## src/rtl/bbox_status_receiver.sv

```systemverilog
// bbox_status_receiver
// Rebuilds the fixed 9-byte detection frame that arrives over the vision UART
// link and publishes it to the road-control / overlay logic.
// A frame is four big-endian 16-bit box coordinates (x_min, x_max, y_min, y_max)
// followed by one packed status byte. The first eight bytes are collected into
// shadow registers. The held outputs change only when a complete frame passes
// validation, so downstream logic never sees a half-updated box.
//
// Ports
//   clk              system clock
//   reset            asynchronous assert, active-low reset
//   rx_data[7:0]     received byte, qualified by rx_valid
//   rx_valid         one-cycle strobe per received byte
//   x_min/x_max/y_min/y_max[15:0]  held coordinates of the last good frame
//   traffic_light    0 green, 1 red
//   human_violation  0 none, 1 caution, 2 violation
//   car_violation    0 none, 1 violation
//   traffic_amount   0 low, 1 medium, 2 high
//   frame_valid      one-cycle pulse: held outputs just updated
//   frame_error      one-cycle pulse: complete frame rejected
//   frame_timeout    one-cycle pulse: partial frame dropped after an idle gap
//   busy             a frame is partially received
//   frame_count      good-frame counter (wraps)
//   error_count      rejected + timed-out frame counter (wraps)
module bbox_status_receiver #(
    parameter int GAP_CYCLES = 200000
) (
    input  logic        clk,
    input  logic        reset,
    input  logic [7:0]  rx_data,
    input  logic        rx_valid,
    output logic [15:0] x_min,
    output logic [15:0] x_max,
    output logic [15:0] y_min,
    output logic [15:0] y_max,
    output logic        traffic_light,
    output logic [1:0]  human_violation,
    output logic        car_violation,
    output logic [1:0]  traffic_amount,
    output logic        frame_valid,
    output logic        frame_error,
    output logic        frame_timeout,
    output logic        busy,
    output logic [15:0] frame_count,
    output logic [15:0] error_count
);

    localparam int GAP_W = (GAP_CYCLES > 1) ? $clog2(GAP_CYCLES) : 1;
    localparam logic [GAP_W-1:0] GAP_LIMIT = GAP_W'(GAP_CYCLES - 1);

    typedef enum logic {
        IDLE,
        COLLECT
    } state_t;

    state_t            state_reg, state_next;
    logic [3:0]        byte_idx_reg, byte_idx_next;
    logic [GAP_W-1:0]  gap_cnt_reg, gap_cnt_next;
    logic [7:0]        shadow_reg [8];
    logic [7:0]        shadow_we;

    logic [15:0] x_min_reg, x_min_next;
    logic [15:0] x_max_reg, x_max_next;
    logic [15:0] y_min_reg, y_min_next;
    logic [15:0] y_max_reg, y_max_next;
    logic [5:0]  status_reg, status_next;    // status byte bits [7:2]
    logic        frame_valid_reg, frame_valid_next;
    logic        frame_error_reg, frame_error_next;
    logic        frame_timeout_reg, frame_timeout_next;
    logic [15:0] frame_count_reg, frame_count_next;
    logic [15:0] error_count_reg, error_count_next;

    // Shadow byte gi captures the byte that arrives while byte_idx equals gi.
    // Byte 8 (status) is never stored: it is judged straight off rx_data.
    genvar gi;
    generate
        for (gi = 0; gi < 8; gi++) begin : g_shadow_we
            assign shadow_we[gi] = rx_valid && (byte_idx_reg == 4'(gi));
        end
    endgenerate

    always_ff @(posedge clk or negedge reset) begin
        if (!reset) begin
            for (int i = 0; i < 8; i++) begin
                shadow_reg[i] <= '0;
            end
        end else begin
            for (int i = 0; i < 8; i++) begin
                if (shadow_we[i]) begin
                    shadow_reg[i] <= rx_data;
                end
            end
        end
    end

    logic [15:0] sh_x_min, sh_x_max, sh_y_min, sh_y_max;
    logic        frame_ok;

    assign sh_x_min = {shadow_reg[0], shadow_reg[1]};
    assign sh_x_max = {shadow_reg[2], shadow_reg[3]};
    assign sh_y_min = {shadow_reg[4], shadow_reg[5]};
    assign sh_y_max = {shadow_reg[6], shadow_reg[7]};

    // Acceptance test for the frame that rx_data (the status byte) completes.
    assign frame_ok = (rx_data[1:0] == 2'b00)
                   && (rx_data[6:5] != 2'b11)
                   && (rx_data[3:2] != 2'b11)
                   && (sh_x_min <= sh_x_max)
                   && (sh_y_min <= sh_y_max);

    always_comb begin
        state_next         = state_reg;
        byte_idx_next      = byte_idx_reg;
        gap_cnt_next       = gap_cnt_reg;
        x_min_next         = x_min_reg;
        x_max_next         = x_max_reg;
        y_min_next         = y_min_reg;
        y_max_next         = y_max_reg;
        status_next        = status_reg;
        frame_valid_next   = 1'b0;
        frame_error_next   = 1'b0;
        frame_timeout_next = 1'b0;
        frame_count_next   = frame_count_reg;
        error_count_next   = error_count_reg;

        case (state_reg)
            IDLE: begin
                // The gap timer only runs while a frame is open.
                gap_cnt_next = '0;
                if (rx_valid) begin
                    byte_idx_next = 4'd1;
                    state_next    = COLLECT;
                end
            end

            COLLECT: begin
                if (rx_valid) begin
                    // A byte on the gap-limit cycle still counts: it wins over the timeout.
                    gap_cnt_next = '0;
                    if (byte_idx_reg == 4'd8) begin
                        byte_idx_next = 4'd0;
                        state_next    = IDLE;
                        if (frame_ok) begin
                            x_min_next       = sh_x_min;
                            x_max_next       = sh_x_max;
                            y_min_next       = sh_y_min;
                            y_max_next       = sh_y_max;
                            status_next      = rx_data[7:2];
                            frame_valid_next = 1'b1;
                            frame_count_next = frame_count_reg + 16'd1;
                        end else begin
                            frame_error_next = 1'b1;
                            error_count_next = error_count_reg + 16'd1;
                        end
                    end else begin
                        byte_idx_next = byte_idx_reg + 4'd1;
                    end
                end else if (gap_cnt_reg == GAP_LIMIT) begin
                    byte_idx_next      = 4'd0;
                    state_next         = IDLE;
                    gap_cnt_next       = '0;
                    frame_timeout_next = 1'b1;
                    error_count_next   = error_count_reg + 16'd1;
                end else begin
                    gap_cnt_next = gap_cnt_reg + 1'b1;
                end
            end

            default: begin
                state_next    = IDLE;
                byte_idx_next = 4'd0;
                gap_cnt_next  = '0;
            end
        endcase
    end

    always_ff @(posedge clk or negedge reset) begin
        if (!reset) begin
            state_reg         <= IDLE;
            byte_idx_reg      <= '0;
            gap_cnt_reg       <= '0;
            x_min_reg         <= '0;
            x_max_reg         <= '0;
            y_min_reg         <= '0;
            y_max_reg         <= '0;
            status_reg        <= '0;
            frame_valid_reg   <= 1'b0;
            frame_error_reg   <= 1'b0;
            frame_timeout_reg <= 1'b0;
            frame_count_reg   <= '0;
            error_count_reg   <= '0;
        end else begin
            state_reg         <= state_next;
            byte_idx_reg      <= byte_idx_next;
            gap_cnt_reg       <= gap_cnt_next;
            x_min_reg         <= x_min_next;
            x_max_reg         <= x_max_next;
            y_min_reg         <= y_min_next;
            y_max_reg         <= y_max_next;
            status_reg        <= status_next;
            frame_valid_reg   <= frame_valid_next;
            frame_error_reg   <= frame_error_next;
            frame_timeout_reg <= frame_timeout_next;
            frame_count_reg   <= frame_count_next;
            error_count_reg   <= error_count_next;
        end
    end

    assign x_min           = x_min_reg;
    assign x_max           = x_max_reg;
    assign y_min           = y_min_reg;
    assign y_max           = y_max_reg;
    assign traffic_light   = status_reg[5];
    assign human_violation = status_reg[4:3];
    assign car_violation   = status_reg[2];
    assign traffic_amount  = status_reg[1:0];
    assign frame_valid     = frame_valid_reg;
    assign frame_error     = frame_error_reg;
    assign frame_timeout   = frame_timeout_reg;
    assign busy            = (state_reg == COLLECT);
    assign frame_count     = frame_count_reg;
    assign error_count     = error_count_reg;

endmodule

```

## config.mk

```make
export PLATFORM = sky130hd
export DESIGN_NAME = bbox_status_receiver
export DESIGN_NICKNAME = d
export VERILOG_FILES = /design/src/rtl/bbox_status_receiver.sv
export SDC_FILE = /design/constraint.sdc
export NUM_CORES = 1
export LEC_CHECK = 0
export CORE_MARGIN = 2
export CORE_UTILIZATION = 59
export DETAILED_ROUTE_END_ITERATION = 10
export PLACE_DENSITY = 0.89
export SYNTH_ARGS = -nofsm -noshare
export SYNTH_HDL_FRONTEND = slang
export SYNTH_SLANG_ARGS = --single-unit
```

## constraint.sdc

```tcl
create_clock -name clk -period 4.5 [get_ports clk]
set_input_delay 0.9 -clock clk [delete_from_list [all_inputs] [get_ports clk]]
set_output_delay 0.9 -clock clk [all_outputs]
set_load 0.01 [all_outputs]
```

# Word-level counts from Yosys, hierarchy flattened
# Index checks and enable logic that the tools add are counted.
# Widths: inputs -> output; s select.
[classes] n_addsub=4 magnitude_cmp=2 n_eq_ne=15 muxes=28 bitwise_logic=1 reduce_logical=18
[ops] operator="$mux 16" count=4
[ops] operator="$mux 18" count=2
[ops] operator="$pmux 18 s2" count=1
[ops] operator="$add 16x1->16 const B" count=2
[ops] operator="$le 16x16->1" count=2
[ops] operator="$add 18x1->18 const B" count=1
[ops] operator="$eq 18x18->1 const B" count=1
[ops] operator="$eq 4x3->1 const B" count=4
[ops] operator="$mux 4" count=4
[ops] operator="$mux 1" count=15
[ops] operator="$logic_and 1x1->1" count=12
[ops] operator="$eq 4x2->1 const B" count=2
[ops] operator="$ne 2x2->1 const B" count=4
[ops] operator="$pmux 4 s2" count=1
[ops] operator="$reduce_and 4->1" count=2
[ops] operator="$add 4x1->4 const B" count=1
[ops] operator="$eq 4x1->1 const B" count=1
[ops] operator="$eq 4x4->1 const B" count=1
[ops] operator="$logic_not 4->1" count=1
[ops] operator="$ne 3x2->1 const B" count=1
[ops] operator="$logic_not 2->1" count=1
[ops] operator="$ne 2x1->1 const B" count=1
[ops] operator="$pmux 1 s2" count=1
[ops] operator="$reduce_and 2->1" count=1
[ops] operator="other kinds (2)" count=2
[word_totals] ff_bits=192 in_bits=11 output_inout_bits=106 wordCells=89

# Longest topological paths before layout
[logic_depth] word_depth=9 ltp_mapped=11 mapped_depth_nobuf=9

# Worst setup path after synthesis
# Ideal clock, no wire load.
[synth_path] kind="input -> register" from="in rx_data[5]" to="reg frame_count_reg[1] (netlist: frame_count[1])" setup_ns=0.125 t_arrival_ns=3.080 t_required_ns=4.375 setup_slack_ns=1.295 path_stages=9 path_cell_list="buf_2 > a211oi_1 > nand2_1 > a2111o_1 > or3_1 > a221oi_4 > buf_6 > buf_4 > mux2_2"
[synth_between] elab_chain_cells=6
[synth_lines] element="from (decl)" line="30" source="input logic [7:0] rx_data,"
[synth_lines] element="$ne 2x2->1" line="106" source="&& (rx_data[6:5] != 2'b11)"
[synth_lines] element="$logic_and 1x1->1" line="106"
[synth_lines] element="$logic_and 1x1->1" line="107" source="&& (rx_data[3:2] != 2'b11)"
[synth_lines] element="$logic_and 1x1->1" line="108" source="&& (sh_x_min <= sh_x_max)"
[synth_lines] element="$logic_and 1x1->1" line="109" source="&& (sh_y_min <= sh_y_max);"
[synth_lines] element="$reduce_and 4->1 (no line)"
[synth_lines] element="to (signal assigned)" line="204" source="frame_count_reg <= frame_count_next;"
[synth_lines] element="to (decl)" line="70" source="logic [15:0] frame_count_reg, frame_count_next;"
# No other way between the ends.
# A chain may end at the register's enable or synchronous reset.

# Worst setup path after layout
[layout_path] from="in rx_data[1]" to="reg y_min_reg[5] (netlist: y_min[5])"
[layout_between] elab_chain_cells=6
[layout_lines] element="$logic_not 2->1" line="105" source="assign frame_ok = (rx_data[1:0] == 2'b00)"
[layout_lines] element="$logic_and 1x1->1" line="106"
[layout_lines] element="$logic_and 1x1->1" line="107"
[layout_lines] element="$logic_and 1x1->1" line="108"
[layout_lines] element="$logic_and 1x1->1" line="109"
[layout_lines] element="$reduce_and 4->1 (no line)"
[layout_lines] element="to (signal assigned)" line="198" source="y_min_reg <= y_min_next;"
[layout_lines] element="to (decl)" line="64" source="logic [15:0] y_min_reg, y_min_next;"
# No other way between the ends.

==> flow_results.xml <==
<?xml version="1.0" encoding="UTF-8"?>
<metrics>
  <group name="cts">
    <metric name="holdBufCountCts" unit="">0</metric>
    <metric name="numCtsBuffers" unit="">17</metric>
    <metric name="post_cts_resize_count" unit="">0</metric>
    <metric name="tritoncts" unit="">built</metric>
    <metric name="ctsRootBufferMaster" unit="">sky130_fd_sc_hd__clkbuf_16</metric>
    <metric name="sink_count_of_the_clock_tree" unit="">192</metric>
    <metric name="clock_latency" unit="ns">0.44</metric>
    <metric name="postCtsSetupRepairBufs" unit="">0</metric>
    <metric name="clock_tree.buffer_depth" unit="">2</metric>
    <metric name="cts-htree-levels" unit="">4</metric>
    <metric name="clk_transition_reported_paths" unit="ns">0.06</metric>
  </group>
  <group name="floorplan">
    <metric name="placementRows" unit="">44</metric>
    <metric name="die-width" unit="um">124</metric>
    <metric name="core" unit="um^2">14400</metric>
    <metric name="fp.dieH" unit="um">124</metric>
    <metric name="io_pins" unit="">117</metric>
    <metric name="floorplan.die_area" unit="um^2">15500</metric>
    <metric name="initial_utilization" unit="%">59.6</metric>
  </group>
  <group name="timing">
    <metric name="clock_skew_after_layout" unit="ns">0.0112</metric>
    <metric name="drv_slew" unit="">0</metric>
    <metric name="fin_tns_setup" unit="ns">0</metric>
    <metric name="post-route-worst-setup-slack" unit="ns">0.997</metric>
    <metric name="layout_min_cycle_time" unit="ns">3.50</metric>
    <metric name="final-hold-violation-count" unit="">0</metric>
    <metric name="setup_viol_count_final" unit="">0</metric>
    <metric name="timing_worst_slew_pin_value" unit="ns">0.948</metric>
    <metric name="worst_slew_margin_rel" unit="%">36.8</metric>
    <metric name="fin_crit_sh" unit="%">77.8</metric>
    <metric name="rsz0062_at_grt" unit="">no</metric>
    <metric name="max_freq" unit="GHz">0.285</metric>
    <metric name="hold-worst-slack" unit="ns">0.473</metric>
  </group>
  <group name="synth">
    <metric name="syn_area_per_cell" unit="um^2">12.3</metric>
    <metric name="share_of_flip_flops_with_an_asynchronous_set_or_reset_after_synthesis" unit="%">100</metric>
    <metric name="yosys_warnings" unit="">0</metric>
    <metric name="ys.flop_type" unit="">sky130_fd_sc_hd__dfrtp_1</metric>
    <metric name="synth_nets" unit="">747</metric>
    <metric name="yosys_register_bits" unit="">192</metric>
    <metric name="portion_of_the_post_synthesis_area_used_by_sequential_elements" unit="%">56.1</metric>
    <metric name="synth-edff-count" unit="">0</metric>
    <metric name="synthDistinctLibCells" unit="">41</metric>
    <metric name="synthesis.area" unit="um^2">8560</metric>
    <metric name="yosysTopAreaCellShare" unit="%">56.1</metric>
    <metric name="synthTopCellsByArea" unit="">sky130_fd_sc_hd__dfrtp_1, sky130_fd_sc_hd__mux2_2, sky130_fd_sc_hd__ha_1, sky130_fd_sc_hd__xnor2_1, sky130_fd_sc_hd__xor2_1</metric>
    <metric name="synth_top_cell_by_area" unit="">sky130_fd_sc_hd__dfrtp_1</metric>
    <metric name="number_of_cells_produced_by_synthesis" unit="">697</metric>
  </group>
  <group name="final_layout">
    <metric name="final_cells" unit="">1015</metric>
    <metric name="drive_above_1_share" unit="%">20.3</metric>
    <metric name="antenna-diode-count" unit="">0</metric>
    <metric name="num-nets-final" unit="">868</metric>
    <metric name="areaGrowthSynthToFinish" unit="%">22.6</metric>
    <metric name="number_of_flip_flops_under_the_largest_register_name" unit="">18</metric>
    <metric name="design_area" unit="um^2">10500</metric>
  </group>
  <group name="worst_setup_path">
    <metric name="timing.critical_path.required" unit="ns">4.82</metric>
    <metric name="critPathArrivalTime" unit="ns">3.82</metric>
    <metric name="critical_path_cell_sequence" unit="">clkdlybuf4s50_1, a211oi_1, nand2_1, a2111o_1, or3_1, a221oi_4, buf_4, mux2_2</metric>
    <metric name="cpLargestDelayFamily" unit="">buffers and inverters</metric>
    <metric name="cp_bufs_invs" unit="">2</metric>
    <metric name="critPathMaxFanout" unit="">29</metric>
    <metric name="cp-end-kind" unit="">register</metric>
    <metric name="start_kind" unit="">input pin</metric>
    <metric name="slowest_stage_cell_cp" unit="">sky130_fd_sc_hd__clkdlybuf4s50_1</metric>
    <metric name="crit_path_max_incr_delay" unit="ns">0.58</metric>
    <metric name="timing_worst_setup_path_type" unit="">in -&gt; reg</metric>
  </group>
  <group name="place">
    <metric name="detailedPlace.worstSlack" unit="ns">0.628</metric>
    <metric name="gpl.final_weighted_congestion" unit="">0.797</metric>
    <metric name="place_hpwl" unit="mm">12.6</metric>
    <metric name="dp.cells" unit="">983</metric>
    <metric name="dpl-instance-area" unit="um^2">9950</metric>
    <metric name="numPortBuffers" unit="">116</metric>
  </group>
  <group name="detailed_routing">
    <metric name="detailedRoute.firstPassIterationCount" unit="">5</metric>
    <metric name="drt_iter0_drc" unit="">379</metric>
    <metric name="postRouteAntennaNets" unit="">0</metric>
    <metric name="avgRoutedWirePerCell" unit="um">18.3</metric>
    <metric name="dr_total_vias" unit="">5875</metric>
    <metric name="via_per_inst" unit="">5.79</metric>
    <metric name="drt_wl_total" unit="mm">18.6</metric>
    <metric name="post-route-drc-count" unit="">0</metric>
  </group>
  <group name="global_routing">
    <metric name="antenna_found_initial" unit="">0</metric>
    <metric name="wire_length_of_the_first_global_routing_pass" unit="mm">31.2</metric>
    <metric name="grt_remaining_overflow" unit="">0</metric>
    <metric name="vias_in_the_first_global_route" unit="">6154</metric>
    <metric name="largest_net_degree_at_the_start_of_global_routing" unit="">123</metric>
    <metric name="track_usage" unit="%">25.3</metric>
  </group>
  <group name="outcome">
    <metric name="run_status" unit="">finished clean</metric>
  </group>
  <group name="hold_path">
    <metric name="worst_hold_path_type" unit="">reg -&gt; reg</metric>
  </group>
  <group name="run">
    <metric name="maxCapViolCount" unit="">0</metric>
  </group>
  <group name="power_and_ir_drop">
    <metric name="total_leakage_power" unit="nW">4.92</metric>
    <metric name="irDropWorstVdd" unit="mV">0.283</metric>
    <metric name="power_density" unit="nW/um^2">473</metric>
  </group>
</metrics>
## power breakdown
part	internal [mW]	switching [mW]	total [mW]
Clock	0.764	0.628	1.39
Sequential	2.05	0.288	2.34
Combinational	0.589	0.644	1.23
Total	3.40	1.56	4.96
## per-stage QoR
stage,power [mW],util (%)
final,4.96,73.0
after global routing,5.26,73.0
after CTS,4.97,73.0
after detailed placement,3.55,69.2
after global placement,3.45,69.2
after floorplan,3.10,-
## layer usage
metal | part of all wire, % | track usage, % | wire length, um | up-vias
met5 | 0 | 0 | 0 | -
met1 | 42 | 31.9 | 7830 | 2990
met3 | 5.6 | 6.74 | 1030 | 36
li1 | - | - | - | 2663
met2 | 50 | 42.6 | 9370 | 186
met4 | 1.9 | 8.66 | 350 | 0
## cell usage in the layout (no fill, tap or decap), types with 11 or more instances in the layout
master,Yosys,routed
sky130_fd_sc_hd__dfrtp_1,192,192
sky130_fd_sc_hd__mux2_2,120,120
sky130_fd_sc_hd__clkdlybuf4s50_1,0,115
sky130_fd_sc_hd__nand2_1,45,45
sky130_fd_sc_hd__inv_1,43,43
sky130_fd_sc_hd__ha_1,39,39
sky130_fd_sc_hd__nor2_1,28,28
sky130_fd_sc_hd__nand3_1,27,27
sky130_fd_sc_hd__o21ai_0,25,25
sky130_fd_sc_hd__xnor2_1,25,25
sky130_fd_sc_hd__xor2_1,23,23
sky130_fd_sc_hd__a21oi_1,23,23
sky130_fd_sc_hd__nand4_1,22,22
sky130_fd_sc_hd__clkbuf_16,0,17
sky130_fd_sc_hd__and3_1,12,12
sky130_fd_sc_hd__buf_4,2,12
sky130_fd_sc_hd__nor3_1,11,11
## final timing paths
kind | startpoint | endpoint | slack (ns) | depth (start not counted)
worst max register to register | sh_x_min[15] | y_min[5] | 1.31 | 7
worst min register to register | error_count[15] | error_count[15] | 0.47 | 1
worst min-delay path | error_count[15] | error_count[15] | 0.47 | 1
worst max-delay path | rx_data[1] | y_min[5] | 1.0 | 8
max in group asynchronous | reset | error_count[9] | 3.00 | 2
min in group asynchronous | reset | sh_y_max[0] | 0.61 | 1
## cell usage after synthesis, types with 2 or more instances
master and instances:
sky130_fd_sc_hd__clkbuf_1 14, sky130_fd_sc_hd__a211oi_1 4, sky130_fd_sc_hd__buf_1 3, sky130_fd_sc_hd__ha_1 39, sky130_fd_sc_hd__or3_1 2, sky130_fd_sc_hd__xor2_1 23, sky130_fd_sc_hd__buf_6 2, sky130_fd_sc_hd__and2_1 3
sky130_fd_sc_hd__inv_1 43, sky130_fd_sc_hd__mux2_2 120, sky130_fd_sc_hd__nand3b_1 2, sky130_fd_sc_hd__nand4_1 22, sky130_fd_sc_hd__and3_1 12, sky130_fd_sc_hd__a31oi_1 2, sky130_fd_sc_hd__nor2_1 28, sky130_fd_sc_hd__a21oi_1 23
sky130_fd_sc_hd__buf_4 2, sky130_fd_sc_hd__nor2b_1 4, sky130_fd_sc_hd__xnor2_1 25, sky130_fd_sc_hd__nand2_1 45, sky130_fd_sc_hd__buf_2 7, sky130_fd_sc_hd__dfrtp_1 192, sky130_fd_sc_hd__nand3_1 27, sky130_fd_sc_hd__nor3_1 11
sky130_fd_sc_hd__a2111oi_0 2, sky130_fd_sc_hd__o21ai_0 25
## worst register-to-register path: stages (launching register included)
cell and delay (ns):
sky130_fd_sc_hd__dfrtp_1 0.41, sky130_fd_sc_hd__ha_1 0.32, sky130_fd_sc_hd__nand4_1 0.17, sky130_fd_sc_hd__or4_1 0.56
sky130_fd_sc_hd__or3_1 0.44, sky130_fd_sc_hd__a221oi_4 0.36, sky130_fd_sc_hd__buf_4 0.42, sky130_fd_sc_hd__mux2_2 0.41
## area by class of cell
class,count,area [um^2]
clock inverters,8,56.3
repair buffers,130,1290
flip-flops and latches,192,4800
inverters,43,161
clock buffers,24,492
multi-input cells,434,3450
well taps,184,230
fillers,927,3870
## cell families (layout without fill, tap and decap cells)
logic type               Yosys count  after routing  synth area share [%]
flip-flops                       192            192                  56.1
AND/OR/NAND/NOR                  162            162                  9.30
multiplexers                     120            120                  15.8
buffers and inverters             71            205                  3.48
AO/OA/AOI/OAI                     65             65                  4.66
XOR/XNOR                          48             48                  4.91
adder cells (fa/ha/maj)           39             39                  5.70
No activity file was read; power rests on OpenSTA's default activity.
